$ cat config.mk
export PLATFORM = sky130hd
export DESIGN_NAME = branch_predict_unit
export DESIGN_NICKNAME = d
export VERILOG_FILES = /design/src/rtl/branch_predict_unit.sv
export SDC_FILE = /design/constraint.sdc
export NUM_CORES = 1
export LEC_CHECK = 0
export BUFFER_PORTS_ARGS = -buffer_cell sky130_fd_sc_hd__buf_2
export CAP_MARGIN = 10
export CORE_UTILIZATION = 47
export CTS_CLUSTER_DIAMETER = 40
export CTS_CLUSTER_SIZE = 10
export DETAILED_ROUTE_END_ITERATION = 8
export GPL_TIMING_DRIVEN = 0
export PLACE_DENSITY = 0.73
export SLEW_MARGIN = 15
export SYNTH_ARGS = -nofsm -noshare
export SYNTH_HDL_FRONTEND = slang
export SYNTH_SLANG_ARGS = --single-unit
$ cat constraint.sdc
create_clock -name clk -period 4.4 [get_ports clk]
set_input_delay 0.66 -clock clk [delete_from_list [all_inputs] [get_ports clk]]
set_output_delay 0.66 -clock clk [all_outputs]
set_load 0.01 [all_outputs]
$ cat src/rtl/branch_predict_unit.sv
// Branch resolution and direction prediction: a PC-indexed table of 2-bit
// saturating counters, registered redirect on mispredict/jump, and perf counters.
module branch_predict_unit #(
    parameter int          IDX_BITS = 6,
    parameter int          XLEN     = 32,
    parameter int          CNT_W    = 32,
    parameter logic [1:0]  INIT_CTR = 2'b01
) (
    input  logic            clk,
    input  logic            reset_n,
    input  logic [XLEN-1:0] if_pc,
    output logic            if_pred_taken,
    input  logic            ex_valid,
    input  logic [6:0]      ex_op,
    input  logic [2:0]      ex_funct3,
    input  logic [XLEN-1:0] ex_pc,
    input  logic            ex_pred_taken,
    input  logic [XLEN-1:0] ex_target,
    input  logic            ex_zero,
    input  logic            ex_overflow,
    input  logic            ex_carry,
    input  logic            ex_negative,
    output logic            redirect,
    output logic [XLEN-1:0] redirect_pc,
    output logic [CNT_W-1:0] br_count,
    output logic [CNT_W-1:0] mispred_count
);

    localparam int         ENTRIES   = 1 << IDX_BITS;
    localparam logic [6:0] OP_BRANCH = 7'b1100011;
    localparam logic [6:0] OP_JAL    = 7'b1101111;
    localparam logic [6:0] OP_JALR   = 7'b1100111;

    typedef enum logic [1:0] {
        CLS_NONE,
        CLS_BRANCH,
        CLS_JAL,
        CLS_JALR
    } ctrl_class_e;

    logic [1:0]          r_bht [ENTRIES];
    logic                r_redirect;
    logic [XLEN-1:0]     r_redirect_pc;
    logic [CNT_W-1:0]    r_br_count;
    logic [CNT_W-1:0]    r_mispred_count;

    ctrl_class_e         w_cls;
    logic                w_cond_ok;
    logic                w_actual;
    logic                w_br_resolve;
    logic                w_mispred;
    logic [IDX_BITS-1:0] w_if_idx;
    logic [IDX_BITS-1:0] w_ex_idx;
    logic [1:0]          w_ctr_cur;
    logic [1:0]          w_ctr_next;
    logic [XLEN-1:0]     w_fallthru;
    logic                w_unused;

    assign w_if_idx   = if_pc[IDX_BITS+1:2];
    assign w_ex_idx   = ex_pc[IDX_BITS+1:2];
    assign w_fallthru = ex_pc + XLEN'(4);

    // Reads the pre-update entry: a same-cycle update to this index is not bypassed.
    assign if_pred_taken = r_bht[w_if_idx][1];

    always_comb begin
        // NOTE: default first so every path assigns w_cls and no latch is inferred.
        w_cls = CLS_NONE;
        if (ex_valid) begin
            case (ex_op)
                OP_BRANCH: w_cls = CLS_BRANCH;
                OP_JAL:    w_cls = CLS_JAL;
                OP_JALR:   w_cls = CLS_JALR;
                default:   w_cls = CLS_NONE;
            endcase
        end
    end

    // Flags come from rs1-rs2; signed compares use N^V, unsigned use the carry.
    always_comb begin
        w_cond_ok = 1'b1;
        w_actual  = 1'b0;
        case (ex_funct3)
            3'b000:  w_actual = ex_zero;
            3'b001:  w_actual = ~ex_zero;
            3'b100:  w_actual = ex_negative ^ ex_overflow;
            3'b101:  w_actual = ~(ex_negative ^ ex_overflow);
            3'b110:  w_actual = ~ex_carry;
            3'b111:  w_actual = ex_carry;
            default: w_cond_ok = 1'b0;
        endcase
    end

    assign w_br_resolve = (w_cls == CLS_BRANCH) && w_cond_ok;
    assign w_mispred    = w_actual != ex_pred_taken;
    assign w_ctr_cur    = r_bht[w_ex_idx];

    always_comb begin
        w_ctr_next = w_ctr_cur;
        if (w_actual) begin
            if (w_ctr_cur != 2'b11) w_ctr_next = w_ctr_cur + 2'b01;
        end else begin
            if (w_ctr_cur != 2'b00) w_ctr_next = w_ctr_cur - 2'b01;
        end
    end

    // NOTE: the table is reset entry by entry because predictions must restart
    // from INIT_CTR; this keeps it in flops rather than a RAM macro.
    always_ff @(posedge clk or negedge reset_n) begin
        if (!reset_n) begin
            for (int i = 0; i < ENTRIES; i++) r_bht[i] <= INIT_CTR;
            r_redirect      <= 1'b0;
            r_redirect_pc   <= '0;
            r_br_count      <= '0;
            r_mispred_count <= '0;
        end else begin
            // NOTE: non-blocking throughout so every register samples pre-edge values.
            r_redirect <= 1'b0;
            if (w_br_resolve) begin
                r_bht[w_ex_idx] <= w_ctr_next;
                r_redirect_pc   <= w_actual ? ex_target : w_fallthru;
                if (r_br_count != '1) r_br_count <= r_br_count + 1'b1;
                if (w_mispred) begin
                    r_redirect <= 1'b1;
                    if (r_mispred_count != '1) r_mispred_count <= r_mispred_count + 1'b1;
                end
            end else if (w_cls == CLS_JAL) begin
                r_redirect    <= 1'b1;
                r_redirect_pc <= ex_target;
            end else if (w_cls == CLS_JALR) begin
                r_redirect    <= 1'b1;
                r_redirect_pc <= {ex_target[XLEN-1:1], 1'b0};
            end
        end
    end

    assign redirect      = r_redirect;
    assign redirect_pc   = r_redirect_pc;
    assign br_count      = r_br_count;
    assign mispred_count = r_mispred_count;

    assign w_unused = ^{if_pc[XLEN-1:IDX_BITS+2], if_pc[1:0]};

endmodule

# [After elaboration in Yosys (flattened, before gate mapping)]
# Index checks and enable logic that the tools add are counted.
[classes] add_sub_neg=5 mul=0 div_mod_pow=0 order_cmp=3 eq_ne=15 shift=0 mux=24 bitwise_logic=6 reduce_logical=8
[op_table] operator="bitwise mux 128 bit" n=1
[op_table] operator="two-way mux 32 bit" n=4
[op_table] operator="adder 32 x 1 -> 32 bit (second input constant)" n=2
[op_table] operator="inequality test 32 bit (second input constant)" n=2
[op_table] operator="adder 32 x 3 -> 32 bit (second input constant)" n=1
[op_table] operator="binary-select mux 2 bit (select 6 bit)" n=2
[op_table] operator="equality test 7 bit (second input constant)" n=3
[op_table] operator="two-way mux 2 bit" n=9
[op_table] operator="greater-or-equal comparator 7 bit (second input constant)" n=2
[op_table] operator="NOT 6 -> 7 bit" n=2
[op_table] operator="demux 2 bit (select 6 bit)" n=1
[op_table] operator="equality test 3 bit (second input constant)" n=4
[op_table] operator="less-than comparator 7 x 1 -> 1 bit (second input constant)" n=1
[op_table] operator="case mux 1 bit (6 select lines)" n=1
[op_table] operator="case mux 2 bit (3 select lines)" n=1
[op_table] operator="OR reduction 6 bit" n=1
[op_table] operator="two-way mux 1 bit" n=5
[op_table] operator="equality test 2 bit (second input constant)" n=2
[op_table] operator="equality test 3 x 1 -> 1 bit (second input constant)" n=1
[op_table] operator="zero test 3 bit" n=1
[op_table] operator="NOT 1 bit" n=3
[op_table] operator="AND reduction 3 bit" n=1
[op_table] operator="nonzero test 3 bit" n=1
[op_table] operator="adder 2 x 1 -> 2 bit (second input constant)" n=1
[op_table] operator="8 further kinds" n=9
[totals] regBits=225 latchBits=0 ramBits=0 rom_bits=0 n_memories=0

# [Depth between registers and ports, before layout]
# Gate-level depths: netlist of run 1.
[logic_depth] word_depth=8 ltp_mapped=12 mapped_depth_nobuf=8

# [Least setup slack after synthesis of run 1]
# OpenSTA, ideal clock, no wires.
[synth_path] kind="input -> output" from="in if_pc[2]" to="out if_pred_taken" arrival_time_ns=3.100 path_slack_ns=0.640 cell_stages=5 path_cell_list="clkbuf_1 -> buf_1 -> mux4_2 -> mux4_2 -> mux4_2"
[synth_via] elab_chain_len=4
[synth_rtl] element="start: declaration" line_no="11" text="input logic [XLEN-1:0] if_pc,"
[synth_rtl] element="NOT 6 -> 7 bit (implied by the code)" line_no="64" text="assign if_pred_taken = r_bht[w_if_idx][1];"
[synth_rtl] element="binary-select mux 2 bit (select 6 bit)" line_no="64"
[synth_rtl] element="two-way mux 2 bit (implied by the code) (2 in a row)" line_no="64"
[synth_rtl] element="end: declaration" line_no="12" text="output logic if_pred_taken,"
# Every way passes these cells. The select of a mux whose other input is x is not followed.

# [Worst setup path in the final report of run 1]
# Same ends and word-level chain as after synthesis.

==> results of run 1 <==
[kinds of logic after synthesis]
| logic type | count (synthesis) |
|---|---|
| and+or+nand+nor | 461 |
| adders and majority gates | 5 |
| buffers and inverters | 79 |
| muxes | 74 |
| DFF | 225 |
| xor gates and xnor gates | 89 |
| AOI/OAI and AO/OA | 226 |
[what timing repair did]
action,4_1_cts,5_1_grt
endpoints found under the setup margin,0,1
resized for setup,0,2
hold buffers,0,0
setup buffers,0,0
[synthesized netlist by cell type, types with 7 or more instances]
library cell / instances / area (um^2)
mux2_2: 12 / 135
buf_4: 7 / 52.6
nand2_1: 69 / 259
nand3_1: 43 / 215
dfstp_2: 64 / 1680
dfrtp_1: 161 / 4030
a221o_1: 8 / 80.1
o22ai_1: 8 / 50.1
o21ai_0: 26 / 130
mux2i_1: 27 / 270
a21oi_1: 92 / 460
nor2_1: 228 / 856
and4_1: 11 / 96.3
nor3_1: 11 / 55.1
nor2b_1: 7 / 43.8
a22oi_1: 9 / 67.6
mux4_1: 7 / 184
clkbuf_1: 28 / 105
mux4_2: 28 / 631
a221oi_1: 9 / 78.8
nand4_1: 31 / 194
inv_1: 19 / 71.3
a31oi_1: 8 / 50.1
and3_1: 19 / 119
buf_2: 11 / 55.1
xor2_1: 34 / 298
xnor2_1: 55 / 482
a21oi_4: 40 / 651
[stage by stage]
stage | area, um^2 | util | setup slack (ns)
detailed placement | 13500 | 0.535 | -0.00710
finish | 14800 | 0.585 | 0.305
global route | 14800 | 0.585 | 0.173
floorplan | 12100 | - | 0.640
global placement | 13400 | 0.532 | -1.25
CTS | 14800 | 0.585 | 0.00294
[layout make-up]
cell class	instances	area, um^2
clock inverters	18	206
well taps	330	413
fillers	2119	10500
inverters	19	71.3
repair buffers	185	981
multi-input cells	855	5970
clock buffers	50	1040
flip-flops and latches	225	5710
plain buffers	60	370
[state kept, by name (all words and copies together), names as in the netlist]
signal	cells
r_bht	128
br_count	32
mispred_count	32
redirect_pc	32
redirect	1
[worst paths after layout]
| path | endpoint | depth (start not counted) |
|---|---|---|
| setup / recovery | if_pred_taken | 6 |
| hold reg to reg | r_bht[52] | 2 |
| max in group asynchronous | r_bht[74] | 3 |
| setup reg to reg | mispred_count[8] | 9 |
| min in group clk | redirect_pc[1] | 3 |
| hold / removal | r_bht[49] | 1 |
[cell usage in the layout, fill, tap and decap left out, types with 7 or more instances in the layout]
cell type and count:
o22ai_1 8, dfrtp_1 161, clkbuf_1 34, xnor2_1 55, buf_4 7, mux4_1 7
mux2i_1 27, nor2_1 228, mux2_2 12, a21oi_1 92, and3_1 19, clkbuf_8 7
a221o_1 8, clkbuf_16 37, nand2_1 69, a31oi_1 8, mux4_2 28, a22oi_1 9
o21ai_0 26, buf_2 193, nor2b_1 7, nor3_1 11, nand4_1 31, nand3_1 43
inv_1 19, a221oi_1 9, dfstp_2 64, xor2_1 34, a21oi_4 40, and4_1 11
[worst max-delay path, stage by stage]
cell      delay (ns)
clkbuf_1        0.52
clkbuf_2        0.50
mux4_2          0.57
mux4_2          0.52
mux4_2          0.50
buf_2           0.16
[power groups by stage]
stage                     combinational, uW  clock, uW  sequential (uW)
final                                   547       2910             2180
after global routing                    585       3040             2180
after CTS                               544       2940             2180
after detailed placement                543          0             2210
after global placement                  529          0             2210
after floorplan                         268          0             2230
[per-layer routing]
layer	part of all wire	routed length [um]	up-vias	global-route usage
li1	-	-	4587	-
met1	0.41	14300	4942	0.352
met2	0.47	16400	465	0.425
met3	0.081	2810	114	0.0499
met4	0.039	1360	0	0.113
met5	0	0	-	0
==> flow_summary.json, run 1 <==
{
  "min_period_over_period": 0.931,
  "rrSetupSlack_ns": 1.41,
  "rsz0062_at_grt": "no",
  "cts_tree": "done",
  "comb_power_share": 0.097,
  "whs_ns": 0.145,
  "hold_viol_final": 0,
  "cp-end-kind": "output port",
  "io_buffer_count": 183,
  "status": "completed",
  "layout.cells.non_filler": 1742,
  "dieWidth_um": 163,
  "synth-xor-area-share": 0.0643,
  "setup_tns_ns": 0,
  "syn_to_final_growth_pct": 21.9,
  "drt-total-wl_um": 34800,
  "clkLatencyLatePin_ns": 0.52,
  "post-dp-hpwl_um": 24500,
  "yosys_warnings": 0,
  "grt_start_max_net_pins": 86,
  "grt_pass1_vias": 10200,
  "synth_mux_area_frac": 0.101,
  "synth_edf_count": 0,
  "p_int_uw": 4210,
  "switchingPower_uw": 1430,
  "path_max_fanout": 10,
  "worst_ep_required_time_ns": 3.74,
  "rows": 58,
  "drv_slew": 0,
  "cts_made_buffers": 37,
  "dr.pass1.iters": 5,
  "synth_top_family_by_area": "simple AND/OR/NAND/NOR gates",
  "yosysSeqAreaShare": 0.471,
  "pin_count": 212,
  "synthAdderAreaFrac": 0.00485,
  "slew_headroom": 0.408,
  "synthesis.nets": 1276,
  "initial_core_util": 0.480,
  "htreeDepth": 2,
  "routedWlPerCell_um": 20.0,
  "die-height_um": 163,
  "post_synth.cell_area_avg_um2": 10.5,
  "sw_frac_of_total": 0.254,
  "pwr-share-seq": 0.386,
  "power.leakage_uw": 0.00661,
  "layout.nets": 1500,
  "synthSimpleGateAreaFrac": 0.175,
  "setup_violations": 0,
  "cp-startpoint": "if_pc[2]",
  "cts_root_buffer": "clkbuf_16",
  "tightest_slew_ns": 0.881,
  "clkTransAtPathRegs_ns": 0.04,
  "viasPerCell": 5.80,
  "numPlacedInstances": 1674,
  "pwr-share-clk": 0.517,
  "crit_arrival_ns": 3.43,
  "cts.sinks": 225,
  "maxCapViolations": 0,
  "min_period_ns": 4.09,
  "async_flop_share": 1.00,
  "design_power_total_uw": 5640,
  "drtIter0Drc": 910,
  "track_usage": 0.265,
  "ir_drop_mv": 0.334,
  "hold_path.class": "in2async",
  "netlist-cell-type-count": 64,
  "grt-ovfl-total": 0,
  "antenna_left": 0,
  "power_density_nw_per_um2": 382,
  "synthFlopType": "dfrtp_1",
  "worst_setup_path_start_kind": "input port",
  "antenna_cells": 0,
  "vias": 10100,
  "finClkSkew_ns": 0.0188,
  "drive_gt1_frac": 0.305,
  "syn-cell-area_um2": 12100,
  "crit_type": "in2out",
  "drc": 0,
  "gp_congestion": 0.984,
  "ys_ff_latch": 225,
  "syn_inst": 1159,
  "core_um2": 25300,
  "grt_pass1_wl_um": 54700,
  "fp.dieArea_um2": 26400,
  "antenna_found_initial": 0,
  "cts_buffer_depth": 3,
  "fmax_ghz": 0.244,
  "r2r-start": "mispred_count[3]",
  "synth_compound_area_frac": 0.147
}
(Power assumes the default switching activity.)
==> run 2, diff against run 1 <==
--- a/config.mk
+++ b/config.mk
@@ -7,12 +7,14 @@
 export LEC_CHECK = 0
 export BUFFER_PORTS_ARGS = -buffer_cell sky130_fd_sc_hd__buf_2
 export CAP_MARGIN = 10
+export CORE_ASPECT_RATIO = 2
 export CORE_UTILIZATION = 47
+export CTS_BUF_LIST = sky130_fd_sc_hd__clkbuf_4
 export CTS_CLUSTER_DIAMETER = 40
 export CTS_CLUSTER_SIZE = 10
 export DETAILED_ROUTE_END_ITERATION = 8
 export GPL_TIMING_DRIVEN = 0
-export PLACE_DENSITY = 0.73
+export PLACE_DENSITY = 0.65
 export SLEW_MARGIN = 15
 export SYNTH_ARGS = -nofsm -noshare
 export SYNTH_HDL_FRONTEND = slang
==> flow_summary.json, run 2 (synthesis gave the netlist of run 1 again) <==
{
  "initial_core_util": 0.480,
  "dieWidth_um": 116,
  "path_max_fanout": 10,
  "power_density_nw_per_um2": 290,
  "pre_cts_ws_ns": -0.0830,
  "largest_register": "r_bht",
  "whs_ns": 0.102,
  "finClkSkew_ns": 0.0733,
  "ir_drop_mv": 0.219,
  "clkLatencyLatePin_ns": 0.76,
  "clkTransAtPathRegs_ns": 0.13,
  "vias": 9997,
  "rsz0062_at_grt": "no",
  "dr_wl_met3_um": 1910,
  "rows": 82,
  "drtIter0Drc": 602,
  "numPlacedInstances": 1681,
  "cts_tree": "done",
  "setup_tns_ns": 0,
  "cts_root_buffer": "clkbuf_4",
  "cp-end-kind": "output port",
  "grt_start_max_net_pins": 104,
  "worst_setup_path_start_kind": "input port",
  "met2RoutedLength_um": 20300,
  "status": "completed",
  "min_period_ns": 4.23,
  "viasPerCell": 5.76,
  "cts_buffer_depth": 3,
  "min_period_over_period": 0.962,
  "largest_reg_flops": 128,
  "maxCapViolations": 0,
  "power.leakage_uw": 0.00625,
  "hold_path.class": "in2reg",
  "pin_count": 212,
  "hold_viol_final": 0,
  "dr.pass1.iters": 5,
  "grt_pass1_wl_um": 56800,
  "die-height_um": 229,
  "htreeDepth": 1,
  "tightest_slew_ns": 0.872,
  "cts_setup_buffers": 0,
  "grt-ovfl-total": 0,
  "mostFrequentLayoutCells": "228 x nor2_1, 194 x buf_2, 161 x dfrtp_1",
  "grt_pass1_vias": 10200,
  "cts_made_buffers": 29,
  "highest_layer": "met4",
  "utilization": 0.554,
  "core_um2": 25200,
  "setup_ws_ns": 0.167,
  "cts.sinks": 225,
  "worst_ep_required_time_ns": 3.74,
  "fillers": 2340,
  "drv_slew": 0,
  "fp.dieArea_um2": 26500,
  "crit_arrival_ns": 3.57,
  "wl_met1_um": 12600,
  "drc": 0,
  "slew_headroom": 0.419,
  "post-dp-hpwl_um": 27300,
  "layout.cells.non_filler": 1737,
  "drive_gt1_frac": 0.298,
  "layout.nets": 1494,
  "setup_violations": 0,
  "io_buffer_count": 183,
  "syn_to_final_growth_pct": 15.3,
  "track_usage": 0.287,
  "drt-total-wl_um": 37000,
  "fmax_ghz": 0.236,
  "gp_congestion": 0.990,
  "crit_type": "in2out",
  "antenna_left": 0,
  "antenna_found_initial": 2,
  "final_common_cell": "nor2_1",
  "routedWlPerCell_um": 21.3
}
-- run 2: cell types whose count changed in the layout (fill, tap and decap cells not counted), moves of 2 or more --
cell,delta
clkbuf_1,-6
clkinv_1,+5
diode_2,+2
inv_6,-3
clkinv_4,-2
clkbuf_16,-37
clkinv_2,-5
clkbuf_8,-7
clkbuf_4,+43
-- run 2: final cells by class --
cell class	count	area (um^2)	area share
diodes	2	5.00	0.000358
clock buffers	43	323	0.0231
flip-flops and latches	225	5710	0.409
repair buffers	187	996	0.0713
plain buffers	60	377	0.0269
inverters	19	71.3	0.00510
clock inverters	10	98.8	0.00707
multi-input cells	855	5970	0.427
well taps	336	420	0.0301
-- run 2: per-stage QoR --
step	power (uW)	cell area [um^2]
floorplan	2500	12100
global placement	2740	13500
detailed placement	2750	13500
CTS	4100	14000
global route	4240	14000
finish	4060	14000
-- run 2: worst paths after layout --
check	from	to	slack, ns	depth (start not counted)
hold reg to reg	r_bht[104]	r_bht[104]	0.48	2
min in group asynchronous	reset_n	redirect_pc[31]	0.40	2
max in group asynchronous	reset_n	r_bht[14]	3.21	3
hold / removal	ex_target[1]	redirect_pc[1]	0.10	3
setup / recovery	if_pc[2]	if_pred_taken	0.17	6
setup reg to reg	r_bht[24]	r_bht[102]	1.31	9
-- run 2: routing by layer --
metal  vias to the layer above  track usage
met2                       391        0.540
met3                       124       0.0339
li1                       4594            -
met5                         -            0
met4                         0        0.169
met1                      4888        0.295
-- run 2: power by group --
part / switching (uW) / internal, uW
Clock: 774 / 569
Combinational: 337 / 211
Sequential: 33.1 / 2130
Total: 1140 / 2910
-- run 2: repair_timing --
item                                    4_1_cts  5_1_grt
hold buffers                                  1        0
endpoints found under the setup margin        1        0
endpoints found under the hold margin        19        0
gates resized for setup                       2        0
-- run 2: critical path, cell delays in order --
cell and delay [ns]:
clkbuf_1 0.58, clkdlybuf4s15_2 0.60, mux4_2 0.56, mux4_2 0.54, mux4_2 0.46, buf_2 0.16
==> run 3, diff against run 2 <==
--- a/config.mk
+++ b/config.mk
@@ -14,7 +14,7 @@
 export CTS_CLUSTER_SIZE = 10
 export DETAILED_ROUTE_END_ITERATION = 8
 export GPL_TIMING_DRIVEN = 0
-export PLACE_DENSITY = 0.65
+export PLACE_DENSITY = 0.73
 export SLEW_MARGIN = 15
 export SYNTH_ARGS = -nofsm -noshare
 export SYNTH_HDL_FRONTEND = slang
==> flow_summary.json, run 3 (synthesis gave the netlist of run 1 again) <==
{
  "status": "completed",
  "antenna_left": 0,
  "power_density_nw_per_um2": 287,
  "track_usage": 0.282,
  "fp.dieArea_um2": 26500,
  "slew_headroom": 0.470,
  "largest_reg_flops": 128,
  "final_common_cell": "nor2_1",
  "mostFrequentLayoutCells": "228 x nor2_1, 193 x buf_2, 161 x dfrtp_1",
  "drv_slew": 0,
  "setup_ws_ns": 0.185,
  "maxCapViolations": 0,
  "min_period_over_period": 0.958,
  "grt-ovfl-total": 0,
  "crit_arrival_ns": 3.55,
  "crit_type": "in2out",
  "rows": 82,
  "cts_tree": "done",
  "fillers": 2283,
  "pre_cts_ws_ns": -0.0656,
  "grt_start_max_net_pins": 89,
  "clkTransAtPathRegs_ns": 0.10,
  "ir_drop_mv": 0.226,
  "cts_setup_buffers": 0,
  "dr.pass1.iters": 5,
  "pin_count": 212,
  "viasPerCell": 5.77,
  "io_buffer_count": 183,
  "largest_register": "r_bht",
  "hold_viol_final": 0,
  "drive_gt1_frac": 0.300,
  "cp-end-kind": "output port",
  "antenna_found_initial": 3,
  "tightest_slew_ns": 0.794,
  "setup_violations": 0,
  "grt_pass1_vias": 10400,
  "finClkSkew_ns": 0.0665,
  "htreeDepth": 1,
  "fmax_ghz": 0.237,
  "cts_buffer_depth": 3,
  "cts.sinks": 225,
  "worst_ep_required_time_ns": 3.74,
  "whs_ns": 0.142,
  "rsz0062_at_grt": "no",
  "clkLatencyLatePin_ns": 0.78,
  "drc": 0,
  "core_um2": 25200,
  "min_period_ns": 4.21,
  "syn_to_final_growth_pct": 15.2,
  "path_max_fanout": 10,
  "cts_made_buffers": 30,
  "grt_pass1_wl_um": 56200,
  "layout.nets": 1495,
  "worst_setup_path_start_kind": "input port",
  "routedWlPerCell_um": 20.9,
  "hold_path.class": "in2reg",
  "die-height_um": 229,
  "initial_core_util": 0.480,
  "cts_root_buffer": "clkbuf_4",
  "gp_congestion": 0.991,
  "drt-total-wl_um": 36300,
  "dieWidth_um": 116,
  "post-dp-hpwl_um": 26800,
  "drtIter0Drc": 579,
  "power.leakage_uw": 0.00625,
  "vias": 10000
}
==> run 3: stage by stage <==
step / total power, uW / TNS [ns] / utilization / area, um^2 / instances
2_1_floorplan: 2500 / 0 / - / 12100 / 1159
5_1_grt: 4170 / 0 / 0.553 / 14000 / 1738
6_report: 4010 / 0 / 0.553 / 14000 / 1738
4_1_cts: 4050 / 0 / 0.553 / 14000 / 1735
3_3_place_gp: 2730 / -194.85 / 0.533 / 13500 / 1678
3_5_place_dp: 2740 / -0.0656 / 0.536 / 13500 / 1681
==> run 3: path summary, 6_finish.rpt <==
check	from	end	slack, ns	cells past startpoint
hold reg to reg	redirect_pc[10]	redirect_pc[10]	0.49	2
hold / removal	ex_target[1]	redirect_pc[1]	0.14	3
setup / recovery	if_pc[2]	if_pred_taken	0.19	6
setup reg to reg	r_bht[24]	r_bht[99]	1.32	9
min in group asynchronous	reset_n	redirect_pc[31]	0.45	2
max in group asynchronous	reset_n	r_bht[28]	3.12	3
==> run 3: timing repair <==
action	in CTS	in global routing
hold buffers	1	0
hold endpoints to repair	33	0
endpoints found under the setup margin	1	0
gates resized for setup	2	0
==> run 3: routing by layer <==
layer,GRT usage,share of wire
met2,0.516,0.53
met1,0.283,0.34
met4,0.208,0.076
met5,0,0
met3,0.0352,0.052
==> run 3: worst max-delay path, stage by stage <==
cell,delay (ns)
clkbuf_1,0.56
clkdlybuf4s15_2,0.60
mux4_2,0.56
mux4_2,0.54
mux4_2,0.46
buf_2,0.16
==> run 3: where the power goes <==
group / total, uW / internal [uW] / switching (uW)
Combinational: 545 / 211 / 334
Sequential: 2170 / 2130 / 32.4
Clock: 1300 / 510 / 790
==> run 3: layout make-up <==
type | instances | area [um^2] | share of cell area
flip-flops and latches | 225 | 5710 | 0.409
repair buffers | 187 | 998 | 0.0715
well taps | 336 | 420 | 0.0301
multi-input cells | 855 | 5970 | 0.428
diodes | 3 | 7.51 | 0.000538
inverters | 19 | 71.3 | 0.00511
clock inverters | 11 | 87.6 | 0.00627
clock buffers | 42 | 315 | 0.0226
plain buffers | 60 | 377 | 0.0270
